<file path="config.mk">
export PLATFORM = sky130hd
export DESIGN_NAME = vram_write_scheduler
export DESIGN_NICKNAME = d
export VERILOG_FILES = /design/src/rtl/vram_write_scheduler.sv
export SDC_FILE = /design/constraint.sdc
export NUM_CORES = 1
export LEC_CHECK = 0
export CORE_MARGIN = 2
export CORE_UTILIZATION = 30
export DETAILED_ROUTE_END_ITERATION = 8
export GPL_TIMING_DRIVEN = 0
export PLACE_DENSITY = 0.82
export SLEW_MARGIN = 20
export SYNTH_ARGS = -nofsm -noshare
export SYNTH_HDL_FRONTEND = slang
export SYNTH_SLANG_ARGS = --single-unit
</file>
<file path="constraint.sdc">
create_clock -name clk -period 3.7 [get_ports clk]
set_input_delay 0.555 -clock clk [delete_from_list [all_inputs] [get_ports clk]]
set_output_delay 0.555 -clock clk [all_outputs]
set_load 0.01 [all_outputs]
</file>
<file path="src/rtl/vram_write_scheduler.sv">
// VRAM write scheduler: round-robin CPU/DMA arbitration into the write FIFO,
// and a drain FSM that moves FIFO entries into the VRAM write port.
module vram_write_scheduler #(
    parameter int ADDR_BITS = 17,
    parameter int DATA_BITS = 8,
    parameter int FIFO_AW   = 9
) (
    input  logic                           clk,
    input  logic                           reset,
    input  logic                           cpu_valid,
    input  logic [ADDR_BITS-1:0]           cpu_addr,
    input  logic [DATA_BITS-1:0]           cpu_data,
    output logic                           cpu_ready,
    input  logic                           dma_valid,
    input  logic [ADDR_BITS-1:0]           dma_addr,
    input  logic [DATA_BITS-1:0]           dma_data,
    output logic                           dma_ready,
    output logic [ADDR_BITS+DATA_BITS-1:0] fifo_wr_data,
    output logic                           fifo_wr_en,
    input  logic                           fifo_wr_full,
    input  logic [ADDR_BITS+DATA_BITS-1:0] fifo_rd_data,
    output logic                           fifo_rd_en,
    input  logic                           fifo_rd_empty,
    input  logic                           drain_enable,
    input  logic                           vram_busy,
    output logic                           vram_we,
    output logic [ADDR_BITS-1:0]           vram_addr,
    output logic [DATA_BITS-1:0]           vram_d,
    output logic [FIFO_AW:0]               level,
    output logic                           idle
);

    typedef enum logic [1:0] {
        S_IDLE,
        S_SETTLE,
        S_WRITE
    } state_t;

    localparam logic [FIFO_AW:0] LVL_MAX = {1'b1, {FIFO_AW{1'b0}}};

    state_t           r_state;
    logic             r_last_dma;
    logic [FIFO_AW:0] r_level;

    logic w_cpu_gnt;
    logic w_dma_gnt;
    logic w_push;
    logic w_pop;

    // Handshakes are forced low during reset so a strobe never leaks out of
    // the reset cycle, even though state only clears on the edge.
    always_comb begin
        w_cpu_gnt = 1'b0;
        w_dma_gnt = 1'b0;
        if (!reset && !fifo_wr_full) begin
            if (cpu_valid && dma_valid) begin
                w_cpu_gnt = r_last_dma;
                w_dma_gnt = !r_last_dma;
            end else begin
                w_cpu_gnt = cpu_valid;
                w_dma_gnt = dma_valid;
            end
        end
    end

    assign w_push = w_cpu_gnt || w_dma_gnt;
    assign w_pop  = (r_state == S_WRITE) && !vram_busy && !reset;

    assign cpu_ready    = w_cpu_gnt;
    assign dma_ready    = w_dma_gnt;
    assign fifo_wr_en   = w_push;
    assign fifo_wr_data = w_dma_gnt ? {dma_addr, dma_data} : {cpu_addr, cpu_data};

    assign fifo_rd_en = w_pop;
    assign vram_we    = w_pop;
    assign vram_addr  = fifo_rd_data[ADDR_BITS+DATA_BITS-1:DATA_BITS];
    assign vram_d     = fifo_rd_data[DATA_BITS-1:0];

    assign level = r_level;
    assign idle  = (r_state == S_IDLE) && fifo_rd_empty;

    always_ff @(posedge clk) begin
        if (reset) begin
            r_state    <= S_IDLE;
            r_last_dma <= 1'b1;
            r_level    <= '0;
        end else begin
            if (w_push) begin
                r_last_dma <= w_dma_gnt;
            end

            if (w_push && !w_pop) begin
                if (r_level != LVL_MAX) begin
                    r_level <= r_level + 1'b1;
                end
            end else if (w_pop && !w_push) begin
                if (r_level != '0) begin
                    r_level <= r_level - 1'b1;
                end
            end

            // SETTLE gives the FIFO's registered head one cycle to present data.
            case (r_state)
                S_IDLE: begin
                    if (!fifo_rd_empty && drain_enable) begin
                        r_state <= S_SETTLE;
                    end
                end
                S_SETTLE: begin
                    if (fifo_rd_empty || !drain_enable) begin
                        r_state <= S_IDLE;
                    end else begin
                        r_state <= S_WRITE;
                    end
                end
                S_WRITE: begin
                    if (!vram_busy) begin
                        r_state <= S_SETTLE;
                    end
                end
                default: r_state <= S_IDLE;
            endcase
        end
    end

endmodule

</file>
==> impl_metrics.ini <==
[yosys]
synth_enable_flop_cells = 0
syn_area_um2 = 1490
synth_most_common_cell = nand2_1
synth.avg_cell_area_um2 = 6.82
yosys.area.top_type = nand2_1
synthDistinctLibCells = 47
synth_top_cell_area_share_pct = 22.1
synth_top_flop_cell = dfxtp_1
asyncSetResetFlopFracSynth_pct = 0
synthCells = 219
netlist_top_cells_count = nand2_1 (88), buf_4 (27), dfxtp_1 (13)
synth.area.top_cells = nand2_1 (22%), dfxtp_1 (17%), buf_4 (14%)
ys_seq_area_share_pct = 17.4
yosys_warnings = 0
ys_ff_latch = 13
syn_nets = 312

[final_layout]
layout.nets = 439
n_fill_cell = 443
drive_gt1_share_pct = 13.6
antennaDiodeCount = 0
area_growth_pct = 90.4
fin_cells = 412

[setup_path]
worstSetupPathType = in -> reg
worst-path-max-fanout = 9
ff2ff_setup_slack_ns = 0.71
crit_buf_inv = 2
crit_path_max_incr_delay_ns = 0.41
reg2reg_to = level[9]$_SDFFE_PP0P_
worstRegToRegCells = 10
worstSetupEndpointType = flop
slowest_stage = clkdlybuf4s50_1
path_delay_family = buffers and inverters
worstPathCellList = clkdlybuf4s50_1 > nand2b_1 > or3_1 > ha_1 > inv_1 > ha_1 > a21o_1 > a31o_1 > a21oi_2 > mux2_2 > mux2_4
cp-startpoint = vram_busy
arrival_ns = 3.56
r2r_start = r_state[1]$_SDFFE_PP0P_
required_ns = 3.84
startpoint_type = primary input
crit_top_cell = ha_1

[floorplanning]
row_count = 25
fp.coreArea_um2 = 4750
chipHeight_um = 74.6
pin_count = 149
initial_utilization_pct = 31.4
die_area_um2 = 5560
die_w_um = 74.6

[grt]
antenna_found_initial = 0
grt_pass1_vias = 1612
grt_usage_pct = 17.8
overflow = 0
grt_max_degree = 11
grt_pass1_wl_um = 7670

[power]
power_density_nw_per_um2 = 287
ir_drop_v = 0.000260
leakage_nw = 1.25

[timing]
period_share_pct = 92.6
slew_headroom_pct = 64.8
fin_skew_ns = 0.00306
period_needed_ns = 3.43
setup_tns_ns = 0
worstMarginPinSlew_ns = 0.529
hold_viol = 0
drv_slew = 0
setup_ws_ns = 0.273
rsz0062_at_grt = no
fmax_ghz = 0.292
setup_viol = 0

[route]
drc_errors = 0
initialDrtViolationCount = 35
drt_pass1_iterations = 4
drt-total-wl_um = 5420
via_per_inst = 4.44
ant_nets = 0
wl_per_cell_um = 13.2
vias = 1828

[worst_hold_path]
hp-class = reg -> reg
hold_end = r_state[0]$_SDFFE_PP0P_
hp-start = r_state[0]$_SDFFE_PP0P_
min_path_cells = 1

[clock_network]
clock_latency_ns = 0.25
cts_root_buf = clkbuf_8
htree_levels = 1
postCtsSetupBuffers = 0
post_cts_resized = 0
hold_buffers = 0
cts_made_buffers = 3
cts.path.max_buffers = 2
clkSlewWorstSetupHoldPaths_ns = 0.06
cts_tree = built
clock-sinks = 13

[placement]
gp_congestion = 0.812
port_buffers = 122
place_inst = 408
pre_cts_slack_ns = 0.0204
hpwl_um = 4520

[status]
status = finished, final reports clean

[job]
drv_cap = 0
[how the worst max path moves through the flow]
stage	to	slack (ns)	cells after the start
after floorplan	level[9]$_SDFFE_PP0P_	0.62	10
after global placement	level[9]$_SDFFE_PP0P_	0.05	11
after detailed placement	level[9]$_SDFFE_PP0P_	0.02	11
after CTS	level[9]$_SDFFE_PP0P_	0.27	11
after global routing	level[8]$_SDFFE_PP0P_	0.06	12
final	level[9]$_SDFFE_PP0P_	0.27	11
[cells by family after synthesis]
group	count (synthesis)	share of synthesized area (%)
mux	3	2.51
fa+ha+maj	10	8.88
simple gates	122	37.4
xor+xnor	6	3.52
buf+inv	38	17.0
flops	13	17.4
compound gates	27	13.3
[registers in the layout, indices dropped and copies added, names as in the netlist]
name        count
level          10
r_state         2
r_last_dma      1
[layer usage]
| layer | global-route usage (%) | up-vias | part of all wire, % |
|---|---|---|---|
| met2 | 31.7 | 86 | 51 |
| met1 | 21.5 | 791 | 39 |
| met3 | 3.93 | 3 | 9.6 |
| li1 | - | 948 | - |
| met4 | 4.56 | 0 | 0.55 |
| met5 | 0 | - | 0 |
[cell type report]
class / count / area, µm² / share of cell area, %
Inverter: 5 / 18.8 / 0.660
Buffer: 33 / 235 / 8.27
Sequential cell: 13 / 260 / 9.15
Clock buffer: 4 / 45.0 / 1.58
Multi-Input combinational cell: 168 / 980 / 34.4
Timing Repair Buffer: 122 / 1220 / 42.9
Tap cell: 67 / 83.8 / 2.95
[cells in the final DEF (no fill, tap or decap), types with 2 or more instances in the layout]
master | netlist | final
a211oi_1 | 2 | 2
inv_1 | 3 | 3
clkbuf_1 | 3 | 4
clkbuf_8 | 0 | 3
inv_2 | 2 | 2
nand2b_1 | 6 | 6
ha_1 | 9 | 9
dfxtp_1 | 13 | 13
buf_4 | 27 | 27
nand3_1 | 4 | 4
xnor2_1 | 5 | 5
mux2_2 | 2 | 2
clkdlybuf4s50_1 | 0 | 122
or3b_1 | 2 | 2
nand2_1 | 88 | 88
a21o_1 | 3 | 3
buf_2 | 2 | 2
a21oi_1 | 9 | 9
nor2_1 | 8 | 8
a31oi_1 | 2 | 2
[per-stage QoR]
step,cell area [µm²],hold slack [ns],utilization [%],power (W)
final,2840,0.492,59.8,0.000817
after global routing,2840,0.517,59.8,0.000876
after CTS,2840,0.492,59.8,0.000820
after detailed placement,2800,0.479,58.9,0.000684
after global placement,2800,0.472,58.9,0.000674
after floorplan,1490,0.449,-,0.000471
[power by group]
| group | total (W) | switching [W] | internal (W) | leakage [nW] |
|---|---|---|---|---|
| combinational | 0.000495 | 0.000203 | 0.000292 | 1.12 |
| sequential | 0.000189 | 0.0000280 | 0.000161 | 0.106 |
| clock | 0.000133 | 0.0000568 | 0.0000763 | 0.0228 |
| total | 0.000817 | 0.000288 | 0.000529 | 1.25 |
No activity file was read; power rests on OpenSTA's default activity.
